==> src/rtl/seven_seg_pkg.sv <==
// Shared definitions for the seven-segment display multiplexer.
// Holds the segment bit order (a..g, dp from MSB to LSB), the blank pattern
// and the 16 active-low hex glyphs (7 bits, a in bit 6 .. g in bit 0).
package seven_seg_pkg;

   localparam int unsigned SEG_W   = 8;
   localparam int unsigned GLYPH_W = 7;
   localparam int unsigned HEX_W   = 4;

   // Segment bus bit order: seg[7]=a ... seg[1]=g, seg[0]=dp; all active-low.
   typedef struct packed {
      logic a;
      logic b;
      logic c;
      logic d;
      logic e;
      logic f;
      logic g;
      logic dp;
   } seg_t;

   localparam logic [SEG_W-1:0] SEG_OFF = 8'hFF;

   localparam logic [GLYPH_W-1:0] GLYPH_0 = 7'h01;
   localparam logic [GLYPH_W-1:0] GLYPH_1 = 7'h4F;
   localparam logic [GLYPH_W-1:0] GLYPH_2 = 7'h12;
   localparam logic [GLYPH_W-1:0] GLYPH_3 = 7'h06;
   localparam logic [GLYPH_W-1:0] GLYPH_4 = 7'h4C;
   localparam logic [GLYPH_W-1:0] GLYPH_5 = 7'h24;
   localparam logic [GLYPH_W-1:0] GLYPH_6 = 7'h20;
   localparam logic [GLYPH_W-1:0] GLYPH_7 = 7'h0F;
   localparam logic [GLYPH_W-1:0] GLYPH_8 = 7'h00;
   localparam logic [GLYPH_W-1:0] GLYPH_9 = 7'h04;
   localparam logic [GLYPH_W-1:0] GLYPH_A = 7'h08;
   localparam logic [GLYPH_W-1:0] GLYPH_B = 7'h60;
   localparam logic [GLYPH_W-1:0] GLYPH_C = 7'h31;
   localparam logic [GLYPH_W-1:0] GLYPH_D = 7'h42;
   localparam logic [GLYPH_W-1:0] GLYPH_E = 7'h30;
   localparam logic [GLYPH_W-1:0] GLYPH_F = 7'h38;

endpackage

==> src/rtl/seven_seg_if.sv <==
// Display-multiplexer bus bundle.
//   value : hex digits to load (digit i = value[4i+3:4i])
//   dp    : decimal point requests, active-high
//   load  : one-cycle capture strobe
//   blank : level, forces all anodes off
//   seg   : active-low segments a..g,dp
//   an    : active-low anode enables
//   busy  : a captured load is waiting for the frame boundary
//   frame : one-cycle pulse at each frame boundary
// master = the host driving the display, slave = the multiplexer.
interface seven_seg_if #(
   parameter int unsigned NDIG = 4
);
   logic [4*NDIG-1:0] value;
   logic [NDIG-1:0]   dp;
   logic              load;
   logic              blank;
   logic [7:0]        seg;
   logic [NDIG-1:0]   an;
   logic              busy;
   logic              frame;

   modport master (
      output value, dp, load, blank,
      input  seg, an, busy, frame
   );

   modport slave (
      input  value, dp, load, blank,
      output seg, an, busy, frame
   );
endinterface

==> src/rtl/seven_seg_hex_to_seg.sv <==
// Combinational hex digit to active-low glyph decoder.
//   hex_i : 4-bit hex digit
//   seg_o : glyph, bit 6 = a ... bit 0 = g, active-low
module hex_to_seg
   import seven_seg_pkg::*;
(
   input  logic [HEX_W-1:0]   hex_i,
   output logic [GLYPH_W-1:0] seg_o
);

   always_comb begin
      seg_o = GLYPH_0;
      case (hex_i)
         4'h0: seg_o = GLYPH_0;
         4'h1: seg_o = GLYPH_1;
         4'h2: seg_o = GLYPH_2;
         4'h3: seg_o = GLYPH_3;
         4'h4: seg_o = GLYPH_4;
         4'h5: seg_o = GLYPH_5;
         4'h6: seg_o = GLYPH_6;
         4'h7: seg_o = GLYPH_7;
         4'h8: seg_o = GLYPH_8;
         4'h9: seg_o = GLYPH_9;
         4'hA: seg_o = GLYPH_A;
         4'hB: seg_o = GLYPH_B;
         4'hC: seg_o = GLYPH_C;
         4'hD: seg_o = GLYPH_D;
         4'hE: seg_o = GLYPH_E;
         default: seg_o = GLYPH_F;
      endcase
   end

endmodule

==> src/rtl/seven_seg_mux.sv <==
// Time-multiplexed seven-segment display driver.
//   clk  : system clock, rising edge
//   rst  : synchronous active-high reset
//   bus  : seven_seg_if.slave (value/dp/load/blank in, seg/an/busy/frame out)
// Each digit owns a slot of 2^PSW cycles; anodes stay off for the first DEAD
// cycles of a slot. Loads are staged in pending registers and applied to the
// display only at frame boundaries so a frame never mixes two values.
// Build option: define SEVEN_SEG_LZB_EN for leading-zero blanking.
module seven_seg_mux
   import seven_seg_pkg::*;
#(
   parameter int unsigned NDIG = 4,
   parameter int unsigned PSW  = 17,
   parameter int unsigned DEAD = 256
)(
   input  logic       clk,
   input  logic       rst,
   seven_seg_if.slave bus
);

   localparam int unsigned IDXW = (NDIG > 1) ? $clog2(NDIG) : 1;
   localparam int unsigned VALW = 4 * NDIG;
   localparam logic [PSW-1:0]  PS_MAX   = '1;
   localparam logic [IDXW-1:0] IDX_LAST = IDXW'(NDIG - 1);

   logic [PSW-1:0]  ps_q, ps_d;
   logic [IDXW-1:0] idx_q, idx_d;
   logic [VALW-1:0] disp_val_q, disp_val_d;
   logic [NDIG-1:0] disp_dp_q, disp_dp_d;
   logic [VALW-1:0] pend_val_q, pend_val_d;
   logic [NDIG-1:0] pend_dp_q, pend_dp_d;
   logic            busy_q, busy_d;
   logic            frame_q, frame_d;
   logic [NDIG-1:0] an_q, an_d;
   seg_t            seg_q, seg_d;

   logic               tick_c;
   logic               boundary_c;
   logic [HEX_W-1:0]   digit_c;
   logic               dp_sel_c;
   logic               sup_sel_c;
   logic [NDIG-1:0]    sup_c;
   logic               active_c;
   logic [GLYPH_W-1:0] glyph_c;

   hex_to_seg u_hex_to_seg (
      .hex_i (digit_c),
      .seg_o (glyph_c)
   );

   // Per-digit suppression mask.
   always_comb begin
      sup_c = '0;
`ifdef SEVEN_SEG_LZB_EN
      // Digit i>0 is dark when it and every digit to its left are zero.
      for (int i = 1; i < NDIG; i++) begin
         sup_c[i] = 1'b1;
         for (int j = i; j < NDIG; j++) begin
            if (disp_val_q[4*j +: 4] != 4'h0) sup_c[i] = 1'b0;
         end
      end
`endif
   end

   // Timing, load staging and registered display outputs.
   always_comb begin
      tick_c     = (ps_q == PS_MAX);
      boundary_c = tick_c && (idx_q == IDX_LAST);

      ps_d  = ps_q + PSW'(1);
      idx_d = idx_q;
      if (tick_c) idx_d = (idx_q == IDX_LAST) ? '0 : idx_q + IDXW'(1);

      // Registered pulse lands on the boundary cycle itself.
      frame_d = (ps_d == PS_MAX) && (idx_d == IDX_LAST);

      disp_val_d = disp_val_q;
      disp_dp_d  = disp_dp_q;
      pend_val_d = pend_val_q;
      pend_dp_d  = pend_dp_q;
      busy_d     = busy_q;
      if (boundary_c) begin
         // A load on the boundary itself bypasses staging and beats any pending value.
         if (bus.load) begin
            disp_val_d = bus.value;
            disp_dp_d  = bus.dp;
         end else if (busy_q) begin
            disp_val_d = pend_val_q;
            disp_dp_d  = pend_dp_q;
         end
         busy_d = 1'b0;
      end else if (bus.load) begin
         pend_val_d = bus.value;
         pend_dp_d  = bus.dp;
         busy_d     = 1'b1;
      end

      digit_c   = '0;
      dp_sel_c  = 1'b0;
      sup_sel_c = 1'b0;
      for (int i = 0; i < NDIG; i++) begin
         if (idx_q == IDXW'(i)) begin
            digit_c   = disp_val_q[4*i +: 4];
            dp_sel_c  = disp_dp_q[i];
            sup_sel_c = sup_c[i];
         end
      end

      active_c = (ps_q >= PSW'(DEAD)) && !bus.blank && !sup_sel_c;

      an_d = '1;
      for (int i = 0; i < NDIG; i++) begin
         if (active_c && (idx_q == IDXW'(i))) an_d[i] = 1'b0;
      end

      seg_d = seg_t'(SEG_OFF);
      if (active_c) seg_d = seg_t'({glyph_c, ~dp_sel_c});
   end

   always_ff @(posedge clk) begin
      if (rst) begin
         ps_q       <= '0;
         idx_q      <= '0;
         disp_val_q <= '0;
         disp_dp_q  <= '0;
         pend_val_q <= '0;
         pend_dp_q  <= '0;
         busy_q     <= 1'b0;
         frame_q    <= 1'b0;
         an_q       <= '1;
         seg_q      <= seg_t'(SEG_OFF);
      end else begin
         ps_q       <= ps_d;
         idx_q      <= idx_d;
         disp_val_q <= disp_val_d;
         disp_dp_q  <= disp_dp_d;
         pend_val_q <= pend_val_d;
         pend_dp_q  <= pend_dp_d;
         busy_q     <= busy_d;
         frame_q    <= frame_d;
         an_q       <= an_d;
         seg_q      <= seg_d;
      end
   end

   assign bus.seg   = seg_q;
   assign bus.an    = an_q;
   assign bus.busy  = busy_q;
   assign bus.frame = frame_q;

endmodule

==> src/flat_wrapper.sv <==
// flat-port wrapper written by rule: the top's interface ports become plain ports
module seven_seg_mux_flat import seven_seg_pkg::*;
#(
   parameter int unsigned NDIG = 4,
   parameter int unsigned PSW  = 17,
   parameter int unsigned DEAD = 256
)
  (clk, rst, bus_value, bus_dp, bus_load, bus_blank, bus_seg, bus_an, bus_busy, bus_frame);
  seven_seg_if #(.NDIG(NDIG)) bus_i ();
  input  logic clk;
  input  logic rst;
  input wire logic [$bits(bus_i.value)-1:0] bus_value;
  input wire logic [$bits(bus_i.dp)-1:0] bus_dp;
  input wire logic [$bits(bus_i.load)-1:0] bus_load;
  input wire logic [$bits(bus_i.blank)-1:0] bus_blank;
  output wire logic [$bits(bus_i.seg)-1:0] bus_seg;
  output wire logic [$bits(bus_i.an)-1:0] bus_an;
  output wire logic [$bits(bus_i.busy)-1:0] bus_busy;
  output wire logic [$bits(bus_i.frame)-1:0] bus_frame;
  assign bus_i.value = bus_value;
  assign bus_i.dp = bus_dp;
  assign bus_i.load = bus_load;
  assign bus_i.blank = bus_blank;
  assign bus_seg = bus_i.seg;
  assign bus_an = bus_i.an;
  assign bus_busy = bus_i.busy;
  assign bus_frame = bus_i.frame;
  seven_seg_mux #(.NDIG(NDIG), .PSW(PSW), .DEAD(DEAD)) u_core (.clk(clk), .rst(rst), .bus(bus_i));
endmodule
==> config.mk <==
export PLATFORM = sky130hd
export DESIGN_NAME = seven_seg_mux_flat
export DESIGN_NICKNAME = d
export VERILOG_FILES = /design/src/rtl/seven_seg_pkg.sv /design/src/rtl/seven_seg_if.sv /design/src/rtl/seven_seg_hex_to_seg.sv /design/src/rtl/seven_seg_mux.sv /design/src/flat_wrapper.sv
export SDC_FILE = /design/constraint.sdc
export NUM_CORES = 1
export LEC_CHECK = 0
export ABC_AREA = 0
export CAP_MARGIN = 20
export CORE_MARGIN = 5
export CORE_UTILIZATION = 30
export CTS_CLUSTER_SIZE = 24
export DETAILED_ROUTE_END_ITERATION = 8
export SKIP_LAST_GASP = 1
export SYNTH_ARGS = -nofsm -noshare
export SYNTH_HDL_FRONTEND = slang
export SYNTH_SLANG_ARGS = --single-unit
export TNS_END_PERCENT = 1
==> constraint.sdc <==
create_clock -name clk -period 3.4 [get_ports clk]
set_clock_uncertainty 0.2 [all_clocks]
set_input_delay 1.02 -clock clk [delete_from_list [all_inputs] [get_ports clk]]
set_output_delay 1.02 -clock clk [all_outputs]
set_load 0.02 [all_outputs]
---- Word-level counts from Yosys, hierarchy flattened ----
Memory sizes are Yosys's and may differ from the RTL's. A register that Yosys moved wholly into a read port is not among the register bits.
Index checks and enable logic that the tools add are counted.
word-level totals
  register bits ........................... 66
  bits in latches ......................... 0
  bits in writable memories ............... 0
  bits in read-only memories .............. 112
  bits of input ports ..................... 24
  output and inout port bits .............. 14
  logic and storage cells ................. 55
  memories ................................ 1
memory list
  name              depth  width  rd ports  clocked after memory_dff  wr ports  RTL line                    RTL
  (name not given)  16     7      1         1                         0         seven_seg_hex_to_seg.sv:13  case (hex_i)
operators by class
  add/subtract/negate cells ............... 2
  multipliers ............................. 0
  div/mod/pow operators ................... 0
  order comparisons ....................... 1
  equal/unequal tests ..................... 6
  shift operators ......................... 0
  muxes and demuxes ....................... 18
  bitwise operators ....................... 3
  reductions and logical operators ........ 14
operators by type and width
  cell                     number
  $eq A17 B17 Y1 const B   2
  $mux W16                 2
  $mux W4                  6
  $add A17 B1 Y17 const B  1
  $ge A17 B9 Y1 const B    1
  $mux W1                  8
  $logic_and A1 B1 Y1      7
  $eq A2 B2 Y1 const B     3
  $mux W2                  2
  $reduce_and A2 Y1        2
  $reduce_or A2 Y1         2
  $not A1 Y1               3
  $add A2 B1 Y2 const B    1
  $eq A2 B1 Y1 const B     1
  $logic_not A2 Y1         1
  $reduce_bool A2 Y1       1
  $logic_not A1 Y1         1

---- Depth between registers and ports, before layout ----
  depth after elaboration ................. 6
  gate-level depth with buffers ........... 12
  depth with buffers taken out ............ 10

---- Hierarchy ----
Synthesis repeated with hierarchy kept, for this count alone.
second synthesis, totals
  cells, all modules ...................... 408
  area total of the unflattened synthesis .. 3493.4 sq um
by module, submodules not included
  module         instances  cells an instance  area each (sq um)  sequential area each (sq um)
  seven_seg_mux  1          375                3224.3             1461.4
  hex_to_seg     1          33                 269.0              0.0

---- Least setup slack after synthesis ----
Ideal clock, no wire load.
  kind .................................... reg2reg
  start point ............................. register u_core.ps_q[1]
  end point ............................... register u_core.disp_dp_q[0]
  setup time .............................. 138 ps
  arrival time ............................ 2383 ps
  required time ........................... 3062 ps
  setup slack ............................. 680 ps
  cell stages (with the launch flop) ...... 12
  path buffers ............................ 3
  clock period less this slack ............ 2720 ps
  path through ............................ dfxtp_1 > ha_1 > buf_2 > nand3_1 > nor2_1 > and4_1 > ha_1 > clkbuf_1 > nand2_1 > nor2_1 > clkbuf_1 > a211oi_1
between the ends
  word-level cells in the longest chain between the ends .. 3
RTL lines
  element                      RTL line              RTL
  start: declaration           seven_seg_mux.sv:26   logic [PSW-1:0] ps_q, ps_d;
  start signal: assignment     seven_seg_mux.sv:133  ps_q <= ps_d;
  $eq A17 B17 Y1               seven_seg_mux.sv:67   tick_c = (ps_q == PS_MAX);
  $logic_and A1 B1 Y1          seven_seg_mux.sv:68   boundary_c = tick_c && (idx_q == IDX_LAST);
  $reduce_and A2 Y1 (no line)  -
  end signal: assignment       seven_seg_mux.sv:136  disp_dp_q <= disp_dp_d;
  end: declaration             seven_seg_mux.sv:29   logic [NDIG-1:0] disp_dp_q, disp_dp_d;
No other way between the ends.
A chain may end at the register's enable or synchronous reset.

---- Worst setup path after layout ----
  start point ............................. register u_core.ps_q[1]
  end point ............................... register u_core.pend_val_q[13]
between the ends
  word-level cells in the longest chain between the ends .. 4
RTL lines
  element                      RTL line              RTL
  $eq A17 B17 Y1               seven_seg_mux.sv:67
  $logic_and A1 B1 Y1          seven_seg_mux.sv:68
  $not A1 Y1 (no line)         -
  $reduce_and A2 Y1 (no line)  -
  end signal: assignment       seven_seg_mux.sv:137  pend_val_q <= pend_val_d;
  end: declaration             seven_seg_mux.sv:30   logic [VALW-1:0] pend_val_q, pend_val_d;
No other way between the ends.

==> summary.txt <==
Yosys
  • Number of synthesized flops with an enable pin: 0
  • Register bit count reported by yosys: 73
  • Syn nets: 459
  • Syn_area_per_cell: 8.60 um2
  • Main synth FF type: dfxtp_1
  • Cell count after synthesis: 421
  • Synth cell types: 52
  • Cell area after synthesis: 3620 um2
  • Yosys warns: 0
  • Async S/R FF share, synth: 0%
  • Sequential share of the synthesized area: 40.4%

Run status
  • Outcome: complete, no violations

Timing
  • Hold Fails Final Rpt: 0
  • Slew Viols, Final: 0
  • Max Freq: 328 MHz
  • Setup TNS: 0 ns
  • Rel. slew slack: 52.8%
  • RSZ-0062 raised after global routing: false
  • Tightest Pin Transition: 0.708 ns
  • Final worst slack: 0.351 ns
  • Tcrit/Tclk final: 89.7%
  • Tmin final: 3.05 ns
  • Final setup viols: 0

Die
  • Initial Util: 30.4%
  • Core area: 11900 um2
  • I/O pin total: 38
  • Placement Rows: 40
  • Die area: 14400 um2
  • DIE WIDTH: 120 um
  • Overall die height: 120 um

Placement
  • Post-DP HPWL: 5700 um
  • Setup WS pre-CTS: 0.352 ns
  • Input/output buffers: 37
  • Routability cong.: 0.848

Routing
  • Vias per cell: 4.93
  • Antenna viol nets, final: 0
  • DR WL/cell: 13.3 um
  • DRC: 0
  • DR vias: 2960
  • DRT Wirelength: 7980 um
  • Pre-antenna DRT Iters: 5
  • Starting DRT DRC Count: 164

Clock tree
  • Longest Clk Path Bufs: 2
  • TritonCTS Buffers: 9
  • CTS tree: built
  • Clk sinks: 73
  • Hold buffers post-CTS: 0
  • Clock transition at path regs: 0.06 ns
  • Setup bufs post-CTS: 0
  • H-tree depth: 3
  • Number of gates resized after CTS: 0
  • Root Buffer: clkbuf_16
  • Clk_lat worst skew: 0.33 ns

Hold path
  • Worst hold start: u_core.pend_val_q[10]$_SDFFE_PP0P_
  • Hold crit path type: register to register

Power
  • Psw: 0.000465 W
  • Share of power burned in registers: 44.8%
  • Net Sw Frac: 23.6%
  • Pwr dens: 447 nW/um2
  • VDD IR max: 219 uV
  • Clk pwr share: 49.8%
  • Comb power frac: 5.5%
  • Leak Pwr: 1.61 nW
  • Cell Int Power: 0.00151 W

Global routing
  • Antenna violations before repair: 0
  • Largest net degree at the start of global routing: 60
  • First-pass GRT wire length: 13800 um
  • Vias in the first global route: 2845
  • Overall routing resource usage: 11.6%
  • Global route overflow: 0

Setup path
  • CP Max Fanout: 20
  • CP Launch Point: u_core.ps_q[1]$_SDFF_PP0_
  • Critical path arrival: 3.03 ns
  • CP Cell Sequence: ha_1 -> nand3_1 -> nor2_1 -> and4_1 -> ha_1 -> nand2_1 -> and2_1 -> nand2_1 -> a21oi_1
  • RR Startpoint: u_core.ps_q[1]$_SDFF_PP0_
  • Startpoint types: register
  • Worst path bufs/invs: 0
  • Critical-path top delay cell: dfxtp_1
  • Critical path class: register to register
  • Crit-path leading delay family: simple AND/OR/NAND/NOR gates
  • WP data required: 3.39 ns
  • Critical Path Max Stage Delay: 0.43 ns
  • Crit end category: register

Final layout
  • Most frequent cells in the layout: dfxtp_1 (73), nand2_1 (65), nor2_1 (43)
  • Area grow syn2layout: 22.0%
  • Filler Cell Count: 1225
  • Seq. cell area: 1460 um2
  • Layout cells sized above 1: 8.61%
  • Multi-input gate area in the final layout: 1970 um2
  • Final nets: 486
  • Antenna cells: 0
  • Most common cell after layout, fill and taps aside: dfxtp_1

Run
  • Maxcap violations: 0
==> worst reg2reg max path, cell delays in order (launching register included) <==
cell and delay (ns):
dfxtp_1 0.43, ha_1 0.41, nand3_1 0.20, nor2_1 0.30, and4_1 0.25, ha_1 0.29, nand2_1 0.16, and2_1 0.42
nand2_1 0.16, a21oi_1 0.07
==> worst paths after layout <==
kind / end / slack [ns] / cells past startpoint
worst max-delay path: u_core.pend_val_q[13]$_SDFFE_PP0P_ / 0.35 / 9
worst min-delay path: u_core.pend_val_q[10]$_SDFFE_PP0P_ / 0.25 / 2
worst max register to register: u_core.pend_val_q[13]$_SDFFE_PP0P_ / 0.35 / 9
worst min register to register: u_core.pend_val_q[10]$_SDFFE_PP0P_ / 0.25 / 2
==> registers in the layout (all words and copies together), names as in the netlist, 2 cells and up <==
name	flops
u_core.pend_dp_q	4
u_core.disp_dp_q	4
u_core.pend_val_q	16
u_core.bus.seg	8
u_core.bus.an	4
u_core.disp_val_q	16
u_core.idx_q	2
u_core.ps_q	17
==> power by group through the flow <==
stage / clock, W / sequential, W / combinational, W
after global routing: 0.00104 / 0.000885 / 0.000122
after global placement: 0 / 0.000901 / 0.000109
after floorplan: 0 / 0.000901 / 0.0000616
final: 0.000982 / 0.000883 / 0.000108
after detailed placement: 0 / 0.000903 / 0.000109
after CTS: 0.00100 / 0.000883 / 0.000110
==> synth_stat cells (3+ instances only) <==
master,instances,area [um2]
nand3b_1,4,30.0
buf_1,3,11.3
dfxtp_1,73,1460
ha_1,14,175
nor2_1,44,165
a211oi_2,3,37.5
nand2b_1,6,37.5
mux2i_1,26,260
nand2_1,65,244
o21ai_0,8,40.0
clkbuf_1,16,60.1
buf_2,7,35.0
a211oi_1,22,165
a21oi_1,32,160
nor4_1,4,25.0
nor2b_1,5,31.3
o221ai_1,5,43.8
o211ai_1,3,22.5
xor2_1,6,52.6
xnor2_1,7,61.3
inv_1,12,45.0
nand3_1,6,30.0
buf_6,3,33.8
nand4_1,5,31.3
o22ai_1,5,31.3
nor3_1,3,15.0
and2_1,4,25.0
==> area by class of cell <==
type | instances | share of cell area [%]
Multi-Input combinational cell | 306 | 44.6
Sequential cell | 73 | 33.1
Timing Repair Buffer | 46 | 10.1
Clock buffer | 9 | 5.10
Tap cell | 147 | 4.16
Clock inverter | 7 | 1.93
Inverter | 12 | 1.02
==> logic make-up (layout without fill, tap and decap cells) <==
logic type / count (synthesis) / in the layout / synth area share [%]
simple gates: 159 / 159 / 21.5
compound gates: 94 / 94 / 17.7
flops: 73 / 73 / 40.4
buf+inv: 42 / 74 / 5.25
mux: 26 / 26 / 7.19
fa+ha+maj: 14 / 14 / 4.84
xor+xnor: 13 / 13 / 3.15
==> metrics by stage <==
stage               util [%]  total power, W  std cells  instance area [um2]  hold WS [ns]
detailed placement      34.5         0.00101        584                 4110         0.247
floorplan                  -        0.000963        421                 3620         0.236
global route            37.1         0.00205        600                 4420         0.270
global placement        34.5         0.00101        584                 4110         0.241
CTS                     37.1         0.00200        600                 4420         0.255
finish                  37.1         0.00197        600                 4420         0.253
==> metal layers <==
layer	share of wire [%]	GRT usage (%)	vias up
met2	45	18.1	64
met5	0	0	-
li1	-	-	1536
met3	3.3	1.79	13
met1	49	16.0	1347
met4	1.9	5.15	0
No activity file was read; power rests on OpenSTA's default activity.
